File: src/rtl/adc_oversample_reader_if.sv
// adc_oversample_reader_if
//   Groups the ADC pins, the capture control/status lines and the result
//   stream of the oversampling ADC reader.
//   master : the reader (drives cs_n/sclk, status and the result stream)
//   slave  : the environment (ADC data, capture requests, downstream ready)
// Signals:
//   capture_start, overrun_clear : capture request / sticky-overrun clear
//   sdata, cs_n, sclk            : ADC serial pins
//   capture_done                 : pixel-hold point reached, sequencer may advance
//   out_valid, out_ready, out_data : result handshake
//   busy, overrun                : status
interface adc_oversample_reader_if #(
  parameter int OUT_WIDTH = 8
);
  logic                 capture_start;
  logic                 sdata;
  logic                 out_ready;
  logic                 overrun_clear;
  logic                 cs_n;
  logic                 sclk;
  logic                 capture_done;
  logic                 out_valid;
  logic [OUT_WIDTH-1:0] out_data;
  logic                 busy;
  logic                 overrun;

  modport master (
    input  capture_start, sdata, out_ready, overrun_clear,
    output cs_n, sclk, capture_done, out_valid, out_data, busy, overrun
  );

  modport slave (
    output capture_start, sdata, out_ready, overrun_clear,
    input  cs_n, sclk, capture_done, out_valid, out_data, busy, overrun
  );
endinterface

File: src/rtl/adc_oversample_reader.sv
// adc_oversample_reader
//   Serial-ADC front end for the ADCxx1S101 family. Each conversion is a
//   TRACK phase (cs_n high) followed by a 16-SCLK cs_n-low frame. 2^AVG_LOG2
//   conversions of the same held pixel are summed and averaged, and the
//   MSB-justified OUT_WIDTH result is offered on a valid/ready handshake.
// Ports:
//   clk    : system clock
//   reset  : synchronous, active-high
//   bus    : adc_oversample_reader_if.master (ADC pins, control, result)
module adc_oversample_reader #(
  parameter int ADC_BITS     = 12,
  parameter int OUT_WIDTH    = 8,
  parameter int CLK_DIV      = 2,
  parameter int TRACK_CYCLES = 14,
  parameter int LEAD_ZEROS   = 3,
  parameter int AVG_LOG2     = 0
) (
  input logic                      clk,
  input logic                      reset,
  adc_oversample_reader_if.master  bus
);

  if (ADC_BITS < 8 || ADC_BITS > 12) begin : g_err_bits
    $error("ADC_BITS must be in 8..12");
  end
  if (ADC_BITS + LEAD_ZEROS > 16) begin : g_err_lead
    $error("ADC_BITS + LEAD_ZEROS must not exceed 16");
  end
  if (CLK_DIV < 2 || (CLK_DIV % 2) != 0) begin : g_err_div
    $error("CLK_DIV must be even and >= 2");
  end
  if (OUT_WIDTH > ADC_BITS) begin : g_err_width
    $error("OUT_WIDTH must not exceed ADC_BITS");
  end
  if (TRACK_CYCLES < 1 || AVG_LOG2 < 0 || AVG_LOG2 > 3) begin : g_err_misc
    $error("TRACK_CYCLES must be >= 1 and AVG_LOG2 in 0..3");
  end

  localparam int FRAME_CYC = 16 * CLK_DIV;
  localparam int CNT_MAX   = (TRACK_CYCLES > FRAME_CYC) ? TRACK_CYCLES : FRAME_CYC;
  localparam int CNT_W     = $clog2(CNT_MAX);
  localparam int ACC_W     = ADC_BITS + AVG_LOG2;
  localparam int K_W       = (AVG_LOG2 > 0) ? AVG_LOG2 : 1;

  localparam logic [CNT_W-1:0] TRK_LAST = CNT_W'(TRACK_CYCLES - 1);
  localparam logic [CNT_W-1:0] FRM_LAST = CNT_W'(FRAME_CYC - 1);
  localparam logic [CNT_W-1:0] DIV_C    = CNT_W'(CLK_DIV);
  localparam logic [CNT_W-1:0] HALF_C   = CNT_W'(CLK_DIV / 2);
  localparam logic [CNT_W-1:0] PH_LAST  = CNT_W'(CLK_DIV - 1);
  localparam logic [CNT_W-1:0] P_FIRST  = CNT_W'(LEAD_ZEROS);
  localparam logic [CNT_W-1:0] P_END    = CNT_W'(LEAD_ZEROS + ADC_BITS);
  localparam logic [K_W-1:0]   K_LAST   = K_W'((1 << AVG_LOG2) - 1);

  typedef enum logic [2:0] {IDLE, TRACK, FRAME, ACCUM, OUTPUT} state_t;

  state_t               state, state_nxt;
  logic [CNT_W-1:0]     cnt, cnt_nxt;       // cycle index within TRACK / FRAME
  logic [K_W-1:0]       k;                  // conversion index within a capture
  logic [ADC_BITS-1:0]  shreg;
  logic [ACC_W-1:0]     acc, acc_sum;
  logic                 pending, overrun_q;
  logic                 cs_n_q, sclk_q, done_q;
  logic [OUT_WIDTH-1:0] data_q;
  logic [CNT_W-1:0]     period, phase, phase_nxt;
  logic                 sample_en, accept, busy_w, ovr_evt;

  assign period    = cnt / DIV_C;
  assign phase     = cnt % DIV_C;
  assign phase_nxt = cnt_nxt % DIV_C;
  // Sample on the last high cycle of each data-bearing SCLK period.
  assign sample_en = (state == FRAME) && (phase == PH_LAST) &&
                     (period >= P_FIRST) && (period < P_END);
  assign acc_sum   = acc + ACC_W'(shreg);
  assign busy_w    = (state != IDLE);
  assign accept    = (state == OUTPUT) && bus.out_ready;
  // A request arriving while one is already queued is dropped, unless the
  // queued one is consumed by an accept in this very cycle.
  assign ovr_evt   = bus.capture_start && busy_w && pending && !accept;

  always_comb begin
    state_nxt = state;
    cnt_nxt   = cnt + 1'b1;
    case (state)
      IDLE: begin
        cnt_nxt = '0;
        if (bus.capture_start) state_nxt = TRACK;
      end
      TRACK: if (cnt == TRK_LAST) begin
        state_nxt = FRAME;
        cnt_nxt   = '0;
      end
      FRAME: if (cnt == FRM_LAST) begin
        state_nxt = ACCUM;
        cnt_nxt   = '0;
      end
      ACCUM: begin
        cnt_nxt   = '0;
        state_nxt = (k == K_LAST) ? OUTPUT : TRACK;
      end
      OUTPUT: begin
        cnt_nxt = '0;
        if (bus.out_ready)
          state_nxt = (pending || bus.capture_start) ? TRACK : IDLE;
      end
      default: begin
        state_nxt = IDLE;
        cnt_nxt   = '0;
      end
    endcase
  end

  always_ff @(posedge clk) begin
    if (reset) begin
      state     <= IDLE;
      cnt       <= '0;
      k         <= '0;
      shreg     <= '0;
      acc       <= '0;
      pending   <= 1'b0;
      overrun_q <= 1'b0;
      cs_n_q    <= 1'b1;
      sclk_q    <= 1'b1;
      done_q    <= 1'b0;
      data_q    <= '0;
    end else begin
      state  <= state_nxt;
      cnt    <= cnt_nxt;
      // Pins are registered from next-state so they are glitch-free and
      // line up exactly with the FRAME state cycles.
      cs_n_q <= (state_nxt != FRAME);
      sclk_q <= !((state_nxt == FRAME) && (phase_nxt < HALF_C));
      done_q <= (state_nxt == FRAME) && (state != FRAME) && (k == K_LAST);

      if (sample_en) shreg <= {shreg[ADC_BITS-2:0], bus.sdata};

      if (state == ACCUM) begin
        shreg <= '0;
        if (k == K_LAST) begin
          acc    <= '0;
          k      <= '0;
          // Top OUT_WIDTH bits of (sum >> AVG_LOG2) are simply the top bits of sum.
          data_q <= acc_sum[ACC_W-1 -: OUT_WIDTH];
        end else begin
          acc <= acc_sum;
          k   <= k + 1'b1;
        end
      end

      if (accept)
        pending <= pending && bus.capture_start;
      else if (bus.capture_start && busy_w)
        pending <= 1'b1;

      overrun_q <= ovr_evt || (overrun_q && !bus.overrun_clear);
    end
  end

  assign bus.cs_n         = cs_n_q;
  assign bus.sclk         = sclk_q;
  assign bus.capture_done = done_q;
  assign bus.out_valid    = (state == OUTPUT);
  assign bus.out_data     = data_q;
  assign bus.busy         = busy_w;
  assign bus.overrun      = overrun_q;

endmodule

File: src/flat_wrapper.sv
// flat-port wrapper written by rule: the top's interface ports become plain ports
module adc_oversample_reader_flat 
#(
  parameter int ADC_BITS     = 12,
  parameter int OUT_WIDTH    = 8,
  parameter int CLK_DIV      = 2,
  parameter int TRACK_CYCLES = 14,
  parameter int LEAD_ZEROS   = 3,
  parameter int AVG_LOG2     = 0
)
  (clk, reset, bus_capture_start, bus_sdata, bus_out_ready, bus_overrun_clear, bus_cs_n, bus_sclk, bus_capture_done, bus_out_valid, bus_out_data, bus_busy, bus_overrun);
  adc_oversample_reader_if #(.OUT_WIDTH(OUT_WIDTH)) bus_i ();
  input logic clk;
  input logic reset;
  input wire logic [$bits(bus_i.capture_start)-1:0] bus_capture_start;
  input wire logic [$bits(bus_i.sdata)-1:0] bus_sdata;
  input wire logic [$bits(bus_i.out_ready)-1:0] bus_out_ready;
  input wire logic [$bits(bus_i.overrun_clear)-1:0] bus_overrun_clear;
  output wire logic [$bits(bus_i.cs_n)-1:0] bus_cs_n;
  output wire logic [$bits(bus_i.sclk)-1:0] bus_sclk;
  output wire logic [$bits(bus_i.capture_done)-1:0] bus_capture_done;
  output wire logic [$bits(bus_i.out_valid)-1:0] bus_out_valid;
  output wire logic [$bits(bus_i.out_data)-1:0] bus_out_data;
  output wire logic [$bits(bus_i.busy)-1:0] bus_busy;
  output wire logic [$bits(bus_i.overrun)-1:0] bus_overrun;
  assign bus_i.capture_start = bus_capture_start;
  assign bus_i.sdata = bus_sdata;
  assign bus_i.out_ready = bus_out_ready;
  assign bus_i.overrun_clear = bus_overrun_clear;
  assign bus_cs_n = bus_i.cs_n;
  assign bus_sclk = bus_i.sclk;
  assign bus_capture_done = bus_i.capture_done;
  assign bus_out_valid = bus_i.out_valid;
  assign bus_out_data = bus_i.out_data;
  assign bus_busy = bus_i.busy;
  assign bus_overrun = bus_i.overrun;
  adc_oversample_reader #(.ADC_BITS(ADC_BITS), .OUT_WIDTH(OUT_WIDTH), .CLK_DIV(CLK_DIV), .TRACK_CYCLES(TRACK_CYCLES), .LEAD_ZEROS(LEAD_ZEROS), .AVG_LOG2(AVG_LOG2)) u_core (.clk(clk), .reset(reset), .bus(bus_i));
endmodule
File: config.mk
export PLATFORM = sky130hd
export DESIGN_NAME = adc_oversample_reader_flat
export DESIGN_NICKNAME = d
export VERILOG_FILES = /design/src/rtl/adc_oversample_reader_if.sv /design/src/rtl/adc_oversample_reader.sv /design/src/flat_wrapper.sv
export SDC_FILE = /design/constraint.sdc
export NUM_CORES = 1
export LEC_CHECK = 0
export CAP_MARGIN = 10
export CORE_UTILIZATION = 57
export DETAILED_ROUTE_END_ITERATION = 6
export GPL_TIMING_DRIVEN = 1
export HOLD_SLACK_MARGIN = 0.02
export PLACE_DENSITY_LB_ADDON = 0.25
export SLEW_MARGIN = 25
export SYNTH_ARGS = -nofsm -noshare
export SYNTH_HDL_FRONTEND = slang
export SYNTH_SLANG_ARGS = --single-unit
File: constraint.sdc
create_clock -name clk -period 3.18 [get_ports clk]
set_clock_uncertainty 0.05 [all_clocks]
set_input_delay 0.954 -clock clk [delete_from_list [all_inputs] [get_ports clk]]
set_output_delay 0.954 -clock clk [all_outputs]
set_load 0.02 [all_outputs]
# Word level (Yosys, flattened, before mapping)
# Index checks and enable logic that the tools add are counted.
[classes]
add_sub_neg = 3
magnitude_cmp = 3
eq_ne = 9
n_mux = 14
bitwise_logic = 1
reduce_logical = 22
[ops]
columns = ["cell", "n"]
rows = [
  ["$mux W3", 5],
  ["$pmux W3 S5", 1],
  ["$add A12 B12 Y12", 1],
  ["$logic_and A1 B1 Y1", 12],
  ["$mux W12", 1],
  ["$mux W5", 2],
  ["$pmux W5 S2", 1],
  ["$eq A3 B2 Y1 const B", 3],
  ["$ne A3 B2 Y1 const B", 2],
  ["$add A5 B1 Y5 const B", 1],
  ["$eq A5 B4 Y1 const B", 1],
  ["$eq A5 B5 Y1 const B", 1],
  ["$ge A4 B2 Y1 const B", 1],
  ["$lt A4 B4 Y1 const B", 1],
  ["$mux W1", 4],
  ["$eq A3 B1 Y1 const B", 1],
  ["$eq A3 B3 Y1 const B", 1],
  ["$logic_not A1 Y1", 3],
  ["$logic_not A3 Y1", 1],
  ["$reduce_bool A3 Y1", 1],
  ["$logic_or A1 B1 Y1", 2],
  ["$reduce_and A2 Y1", 1],
  ["$reduce_bool A2 Y1", 1],
  ["$reduce_or A2 Y1", 1],
  ["3 further kinds", 3],
]
[word_totals]
register_bits = 46
input_bits = 6
output_inout_bits = 14
elab_cells = 63

# Longest topological paths before layout
# Gate-level depths: netlist of the first run.
[depth]
depth_word = 7
depth_mapped = 6
depth_no_buf = 6

# Worst setup path after synthesis of the first run
# OpenSTA, ideal clock, no wires.
[synth_path]
path_kind = "flip-flop to output port"
start = "reg u_core.state[0]"
end = "out bus_out_valid"
arrival_time_ns = 1.055
required_time_ns = 2.176
path_slack_ns = 1.121
stages_incl_launch_ff = 3
path_buffers = 1
cell_sequence = "dfxtp_1 > buf_2 > nor3b_1"
[synth_via]
elab_chain_cells = 1
[synth_rtl]
columns = ["item", "line", "text"]
rows = [
  ["start, declared", "adc_oversample_reader.sv:56", "state_t state, state_nxt;"],
  ["start signal, assigned", "adc_oversample_reader.sv:126", "state <= state_nxt;"],
  ["$eq A3 B3 Y1", "adc_oversample_reader.sv:161", "assign bus.out_valid = (state == OUTPUT);"],
  ["end, declared", "flat_wrapper.sv:22", "output wire logic [$bits(bus_i.out_valid)-1:0] bus_out_valid;"],
]
# No other way between the ends.

# Final worst setup path of the first run
[layout_path]
start = "reg u_core.state[2]"
end = "out bus_out_valid"
# Same word-level chain as after synthesis.

==> impl_metrics.ini, run 1 <==
[power]
power_uw = 777
p_int_uw = 622
max-vdd-ir-drop_v = 0.000391
pwr-share-clk_pct = 41.3
swShare_pct = 19.9
seq_power_share_pct = 54.3
switchingPower_uw = 155
leakage_nw = 0.652
powerDensity_nw_per_um2 = 463
combinationalPowerShare_pct = 4.5

[synthesis]
synth_nets = 141
seq_area_frac_synth_pct = 46.8
ys_ff_latch = 33
syn_area_per_cell_um2 = 10.7
ys_warn_count = 0
yosys.cell_types.count = 35
syn_area_um2 = 1410
netlist_instances = 132

[grt]
grt_pass1_vias = 961
grt_use_met2_pct = 35.3
grt_pass1_wl_um = 4280
grt_use_total_pct = 22.1
antenna_found_initial = 0
grt_overflow = 0
grtUsageMet1_pct = 27.2
use_met3_pct = 6.43
grt_max_degree = 24
busiest_layer = met2

[critical_path]
path_delay_family = buffers and inverters
crit_path_end = bus_out_valid
reg2reg_from = u_core.state[1]
start_kind = register
critPathSlowestCell = clkdlybuf4s50_1
r2r_cells = 3
crit_type = reg -> out
cp.arrival_ns = 1.88
worstSetupStartpoint = u_core.state[2]
timing.rr.end = u_core.shreg[11]
path_cells = nor3b_1 -> clkdlybuf4s50_1
cp_slowest_stage_delay_ns = 0.66
critPathBufInv = 1
r2r_slack_ns = 1.15
crit_fanout = 12
critPathCaptureType = output port
crit_cells = 2
required_ns = 2.18

[sta]
setup_viol = 0
setup_ws_ns = 0.292
tns_ns = 0
post-route-min-period_ns = 2.89
hold_viol_final = 0
worst_pin_slew_ns = 0.692
slew_headroom_pct = 53.9
drv_slew = 0
fmax_ghz = 0.346
rsz0062_at_grt = false
period_share_pct = 90.8

[cts]
cts_tree = done
clk_latency_ns = 0.32
cts_setup_buffers = 0
cts_root_buffer = clkbuf_4
cts_hold_repair.buffers = 0
cts-resized-gates = 0
cts_made_buffers = 5
htree_num_levels = 2
clk_pin_slew_ns = 0.10
numClockSinks = 33
clockBufferDepth = 2

[floorplan]
die_h_um = 51.8
start_util_pct = 62.0
ios = 20
core_um2 = 2280
num_rows = 17
fp.dieW_um = 51.8
die-area_um2 = 2680

[route]
drc = 0
routed_wl_um = 2590
vias = 1021
detail_route.first_pass.iterations = 4
postRouteAntennaNets = 0
drt_iter0_drc = 20
via_per_inst = 5.70
wire_per_inst_um = 14.5

[layout]
nFillCells = 163
final_util_pct = 73.7
final_cell_mix = dfxtp_1, mux2i_1, clkdlybuf4s50_1, nand3b_1, nor2_1
fin_nets = 159
antenna_cells = 0
final_area_um2 = 1680
mostFrequentLayoutCell = dfxtp_1
areaGrowthSynthToFinish_pct = 18.9
drive_gt1_share_pct = 9.27

[placed_design]
place.gp.congestion = 0.757
hpwlAfterDp_um = 1690
post-place-ws_ns = 0.678
io_buffers = 19
dpl_cell_area_um2 = 1590

[job]
cap_violations = 0

[run_status]
status = finished, final reports clean

[min_path]
min_path_type = reg -> reg
power by group through the flow:
stage                     logic (mW)  registers [mW]  clock network (mW)
after global routing          0.0377           0.423               0.348
after CTS                     0.0343           0.422               0.328
after detailed placement      0.0341           0.431                   0
final                         0.0346           0.422               0.321
after global placement        0.0335           0.431                   0
after floorplan               0.0240           0.428                   0
synthesized netlist by cell type:
cell | instances | area, µm²
dfxtp_1 | 33 | 661
mux2i_1 | 21 | 210
nand3b_1 | 15 | 113
nor2_1 | 13 | 48.8
a21oi_1 | 6 | 30.0
buf_2 | 5 | 25.0
clkbuf_1 | 3 | 11.3
ha_1 | 3 | 37.5
nor2b_1 | 3 | 18.8
and3_1 | 2 | 12.5
buf_6 | 2 | 22.5
nand2b_1 | 2 | 12.5
nor3b_1 | 2 | 15.0
a211o_1 | 1 | 8.76
a2bb2oi_2 | 1 | 15.0
and4_1 | 1 | 8.76
inv_1 | 1 | 3.75
nand2_1 | 1 | 3.75
nand3_1 | 1 | 5.00
nand4_1 | 1 | 6.26
nand4b_1 | 1 | 8.76
nand4bb_1 | 1 | 11.3
nor3_1 | 1 | 5.00
nor4_1 | 1 | 6.26
nor4b_1 | 1 | 8.76
nor4b_2 | 1 | 15.0
o211ai_2 | 1 | 12.5
o21ai_2 | 1 | 8.76
o311ai_1 | 1 | 8.76
o32a_1 | 1 | 10.0
or3_1 | 1 | 6.26
or4b_1 | 1 | 10.0
or4b_4 | 1 | 13.8
xnor2_1 | 1 | 8.76
xor2_1 | 1 | 8.76
metrics by stage:
stage               hold slack (ns)  instances
floorplan                     0.411        132
global placement              0.422        171
detailed placement            0.431        171
CTS                           0.446        179
global route                  0.464        179
finish                        0.446        179
kinds of logic after synthesis:
| kind of cell | Yosys count | share of synthesized area (%) |
|---|---|---|
| compound gates | 12 | 6.65 |
| xor+xnor | 2 | 1.24 |
| fa+ha+maj | 3 | 2.66 |
| buf+inv | 11 | 4.43 |
| flops | 33 | 46.8 |
| mux | 21 | 14.9 |
| simple gates | 50 | 23.3 |
tightest hold or removal path, delay by kind of cell, from the launching register on:
family / cells / cell delay, ns
flops: 1 / 0.32
simple gates: 1 / 0.07
compound gates: 1 / 0.06
final cells by class:
type	count	area, µm²	share of cell area, %
multi-input cells	88	688	41.0
flip-flops and latches	33	661	39.4
repair buffers	21	205	12.2
clock buffers	7	55.1	3.28
well taps	28	35.0	2.09
clock inverters	1	30.0	1.79
inverters	1	3.75	0.224
sequential cells by signal, summed over array words and instances, names as in the netlist:
name	count
u_core.bus.out_data	8
u_core.pending	1
u_core.bus.sclk	1
u_core.cnt	5
u_core.bus.capture_done	1
u_core.shreg	12
u_core.bus.cs_n	1
u_core.bus.overrun	1
u_core.state	3
how the worst min path moves through the flow:
stage,startpoint,to,slack [ns],cells after the start
floorplan,u_core.shreg[4],u_core.bus.out_data[0],0.41,2
global placement,u_core.shreg[4],u_core.bus.out_data[0],0.42,2
detailed placement,u_core.bus.overrun,u_core.bus.overrun,0.43,2
CTS,u_core.bus.overrun,u_core.bus.overrun,0.45,2
global route,u_core.bus.overrun,u_core.bus.overrun,0.46,2
finish,u_core.bus.overrun,u_core.bus.overrun,0.45,2
routing by layer:
layer | vias up | routed length [µm]
met5 | - | 0
met4 | 0 | 35
met3 | 5 | 90
met2 | 21 | 1230
met1 | 486 | 1230
li1 | 509 | -
No activity file was read; power rests on OpenSTA's default activity.
==> run 2, diff against run 1 <==
- CORE_UTILIZATION: 57 -> 60
- DONT_BUFFER_PORTS: unset -> 1
==> impl_metrics.ini, run 2 (synthesis gave the netlist of run 1 again) <==
[route]
postRouteAntennaNets = 0
wire_per_inst_um = 14.7
drc = 0
drt_iter0_drc = 14
routed_wl_um = 2340
via_per_inst = 5.91
vias = 939
detail_route.first_pass.iterations = 4

[cts]
cts_setup_buffers = 0
numClockSinks = 33
cts_root_buffer = clkbuf_4
clk_pin_slew_ns = 0.11
cts_made_buffers = 5
clockBufferDepth = 2
htree_num_levels = 2
cts_tree = done
cts-resized-gates = 0
cts_hold_repair.buffers = 0
clk_latency_ns = 0.33

[power]
max-vdd-ir-drop_v = 0.000322
leakage_nw = 0.573
powerDensity_nw_per_um2 = 481

[layout]
final_cells = 159
drive_gt1_share_pct = 10.7
largest_register = u_core.shreg
antenna_cells = 0
largest_reg_flops = 12
final_util_pct = 66.2
areaGrowthSynthToFinish_pct = 3.81
final_cell_mix = dfxtp_1, mux2i_1, nand3b_1, nor2_1, a21oi_1
nFillCells = 184
mostFrequentLayoutCell = dfxtp_1
fin_nets = 139

[critical_path]
crit_cells = 1
path_delay_family = simple AND/OR/NAND/NOR gates
r2r_slack_ns = 1.15
timing.rr.end = u_core.shreg[4]
crit_fanout = 12
critPathCaptureType = output port
critPathBufInv = 0
start_kind = register
crit_type = reg -> out
worstSetupStartpoint = u_core.state[2]
path_cells = nor3b_1
reg2reg_from = u_core.state[1]
crit_path_end = bus_out_valid
critPathSlowestCell = nor3b_1
r2r_cells = 3
required_ns = 2.18
cp.arrival_ns = 1.53
cp_slowest_stage_delay_ns = 0.66

[min_path]
min_path_type = reg -> reg
min_from = u_core.shreg[11]

[floorplan]
die_h_um = 50.5
ios = 20
fp.dieW_um = 50.5
num_rows = 17
die-area_um2 = 2550
start_util_pct = 63.8
core_um2 = 2210

[placed_design]
io_buffers = 0
place.gp.congestion = 0.683
hpwlAfterDp_um = 1610
dp.cells = 151

[sta]
post-route-min-period_ns = 2.53
drv_slew = 0
worst_pin_slew_ns = 0.737
setup_viol = 0
fmax_ghz = 0.395
period_share_pct = 79.5
hold_viol_final = 0
slew_headroom_pct = 50.8
rsz0062_at_grt = false
holdWs_ns = 0.446
tns_ns = 0

[grt]
grt_pass1_wl_um = 4040
antenna_found_initial = 0
grt_use_total_pct = 21.8
grt_overflow = 0
grt_max_degree = 30
grt_pass1_vias = 935

[job]
cap_violations = 0

[run_status]
status = finished, final reports clean
[run 2: changes by cell type in the layout (fill, tap and decap cells not counted), sizes merged]
| cell | change |
|---|---|
| clkinv | +1 |
| buf | -1 |
| clkdlybuf4s50 | -19 |
| bufinv | -1 |
[run 2: layer usage]
metal / track usage [%] / vias up / routed length (µm)
li1: - / 470 / -
met1: 24.3 / 448 / 997
met2: 36.2 / 17 / 1220
met3: 9.09 / 4 / 98
met4: 9.26 / 0 / 27
met5: 0 / - / 0
[run 2: worst min-delay path by stage]
| stage | endpoint | slack [ns] | depth (start not counted) |
|---|---|---|---|
| floorplan | u_core.bus.out_data[0] | 0.41 | 2 |
| global placement | u_core.bus.out_data[2] | 0.42 | 2 |
| detailed placement | u_core.shreg[11] | 0.43 | 2 |
| CTS | u_core.shreg[11] | 0.45 | 2 |
| global route | u_core.shreg[11] | 0.47 | 2 |
| finish | u_core.shreg[11] | 0.45 | 2 |
[run 2: cell type report]
cell class	instances	area (µm²)	area share (%)
multi-input cells	88	688	47.0
clock buffers	7	65.1	4.44
repair buffers	1	7.51	0.512
inverters	1	3.75	0.256
clock inverters	1	5.00	0.342
well taps	28	35.0	2.39
flip-flops and latches	33	661	45.1
[run 2: where the power goes]
group / switching, mW / internal [mW] / leakage, nW
Sequential: 0.00577 / 0.416 / 0.266
Combinational: 0.00901 / 0.0110 / 0.266
Clock: 0.136 / 0.128 / 0.0413
Total: 0.150 / 0.555 / 0.573
[run 2: stage by stage]
| step | cell area, µm² | setup WS, ns | power (mW) |
|---|---|---|---|
| 2_1_floorplan | 1410 | 1.12 | 0.452 |
| 3_3_place_gp | 1400 | 1.03 | 0.450 |
| 3_5_place_dp | 1400 | 1.01 | 0.451 |
| 4_1_cts | 1470 | 0.641 | 0.712 |
| 5_1_grt | 1470 | 0.556 | 0.738 |
| 6_report | 1470 | 0.650 | 0.705 |
==> RTL change: new RTL, settings of run 2 <==
`OUT_WIDTH` is set to 8 in 3 places; all go to 12.
--- a/src/rtl/adc_oversample_reader_if.sv
+++ b/src/rtl/adc_oversample_reader_if.sv
@@ -10,7 +10,7 @@
 //   out_valid, out_ready, out_data : result handshake
 //   busy, overrun                : status
 interface adc_oversample_reader_if #(
-  parameter int OUT_WIDTH = 8
+  parameter int OUT_WIDTH = 12
 );
   logic                 capture_start;
   logic                 sdata;
--- a/src/rtl/adc_oversample_reader.sv
+++ b/src/rtl/adc_oversample_reader.sv
@@ -9,7 +9,7 @@
 //   bus    : adc_oversample_reader_if.master (ADC pins, control, result)
 module adc_oversample_reader #(
   parameter int ADC_BITS     = 12,
-  parameter int OUT_WIDTH    = 8,
+  parameter int OUT_WIDTH    = 12,
   parameter int CLK_DIV      = 2,
   parameter int TRACK_CYCLES = 14,
   parameter int LEAD_ZEROS   = 3,
--- a/src/flat_wrapper.sv
+++ b/src/flat_wrapper.sv
@@ -2,7 +2,7 @@
 module adc_oversample_reader_flat 
 #(
   parameter int ADC_BITS     = 12,
-  parameter int OUT_WIDTH    = 8,
+  parameter int OUT_WIDTH    = 12,
   parameter int CLK_DIV      = 2,
   parameter int TRACK_CYCLES = 14,
   parameter int LEAD_ZEROS   = 3,
Interface: changed (resized bus_out_data); port bits go from 20 to 24. The function was not compared with the original's and may differ.
==> RTL change against run 2 <==
  * Total power is 3.2% higher
  * Final area is 3.6% higher
  * Setup slack worse by 0.015 ns
  * Count of clock-buffer cells in the layout is 1 lower
  * Sequential cell count is 4 higher
  * Non-clock buffer count is 1 lower
  * Cell count is 16% higher
  * Wire length is 11% higher
  * Sequential power is 12% higher
  * Critical endpoint unchanged
  * Synthesized area is 7.2% higher
==> RTL change: results (changes against run 2) <==
Power and ir drop
  • Max VDD drop: 0.000389 V (+21%)
  • Leakage Power: 0.512 nW (-11%)

Route
  • DRT Pass-1 Iters: 5 (+1)
  • DRT met1 WL: 1230 um (+23%)
  • WL final: 2600 um (+11%)
  • Routed met3 length: 137 um (+40%)
  • Vias per cell: 6.05 (+2.5%)
  • Met2 wire length: 1180 um (-3.1%)

Logic synthesis
  • Synthesized-area fraction occupied by xor and xnor cells: 1.16% (-0.083 points)
  • Synth top area cells: dfxtp_1 (49%), mux2i_1 (8.6%), nand2_1 (6.7%)
  • Post-Synthesis Net Count: 168 (+19%)
  • Post-synthesis mux area share: 8.60% (-6.3 points)
  • Register area share after synthesis: 49.0% (+2.2 points)
  • Post-synth top cells: dfxtp_1 (37), nand2_1 (27), a21oi_1 (17)
  • Synth Area in Adders: 2.48% (-0.18 points)
  • Syn_area_per_cell: 9.51 sq um (-11%)

GRT
  • Met2 Use GR: 36.8% (+0.53 points)
  • GR Util met3: 6.67% (-2.4 points)
  • Met1 Usage GRT: 27.6% (+3.2 points)
  • Largest net degree at the start of global routing: 27 (-10%)
  • First-pass GRT wire length: 4550 um (+13%)

STA
  • Max-slew headroom: 49.9% (-0.83 points)
  • Hold Slack: 0.403 ns (-0.0430 ns)
  • Worst Slack Setup Final: 0.635 ns (-0.0153 ns)

Critical path
  • R2R Path End: u_core.shreg[6]
  • Worst R2R Setup Slack: 1.28 ns (+0.13 ns)

Finish
  • Fillers: 198 (+7.6%)
  • Final cell count without fillers: 184 (+16%)
  • Share of layout cells above drive strength 1: 7.69% (-3.0 points)
  • FF/Latch Area: 741 sq um (+12%)

Place
  • Detailed placement HPWL: 1720 um (+6.8%)
  • Placer congestion estimate: 0.892 (+31%)
  • Place WS: 1.02 ns (+0.00969 ns)

Clocking
  • # clock sinks: 37 (+12%)

Status
  • Status: finished, final reports clean
-- RTL change: cell types whose count changed after synthesis, moves of 2 or more --
cell,delta
a21oi_1,+11
and3_1,-2
dfxtp_1,+4
mux2i_1,-8
nand2_1,+26
nand3_1,+14
nand3b_1,-15
nor2_1,-6
nor2b_1,-2
-- RTL change: where the power goes --
group,switching [W],internal (W),total (W)
Combinational,0.0000107,0.00000820,0.0000189
Sequential,0.00000605,0.000466,0.000472
Clock,0.000152,0.0000842,0.000237
Total,0.000169,0.000559,0.000728
-- RTL change: cell type report --
class	instances	area share (%)
sequential	37	48.8
multi-input combinational	109	45.0
clock buffer	6	2.72
tap	28	2.31
clock inverter	2	0.660
inverter	2	0.495
-- RTL change: kinds of logic after synthesis --
group | after synthesis
buf+inv | 13
flops | 37
mux | 13
xor+xnor | 2
fa+ha+maj | 3
compound gates | 23
simple gates | 68
-- RTL change: worst register-to-register path, cell delays in order, from the launching register on --
cell	delay (ns)
dfxtp_1	0.57
nor3b_2	0.28
and4_1	0.65
mux2i_1	0.27
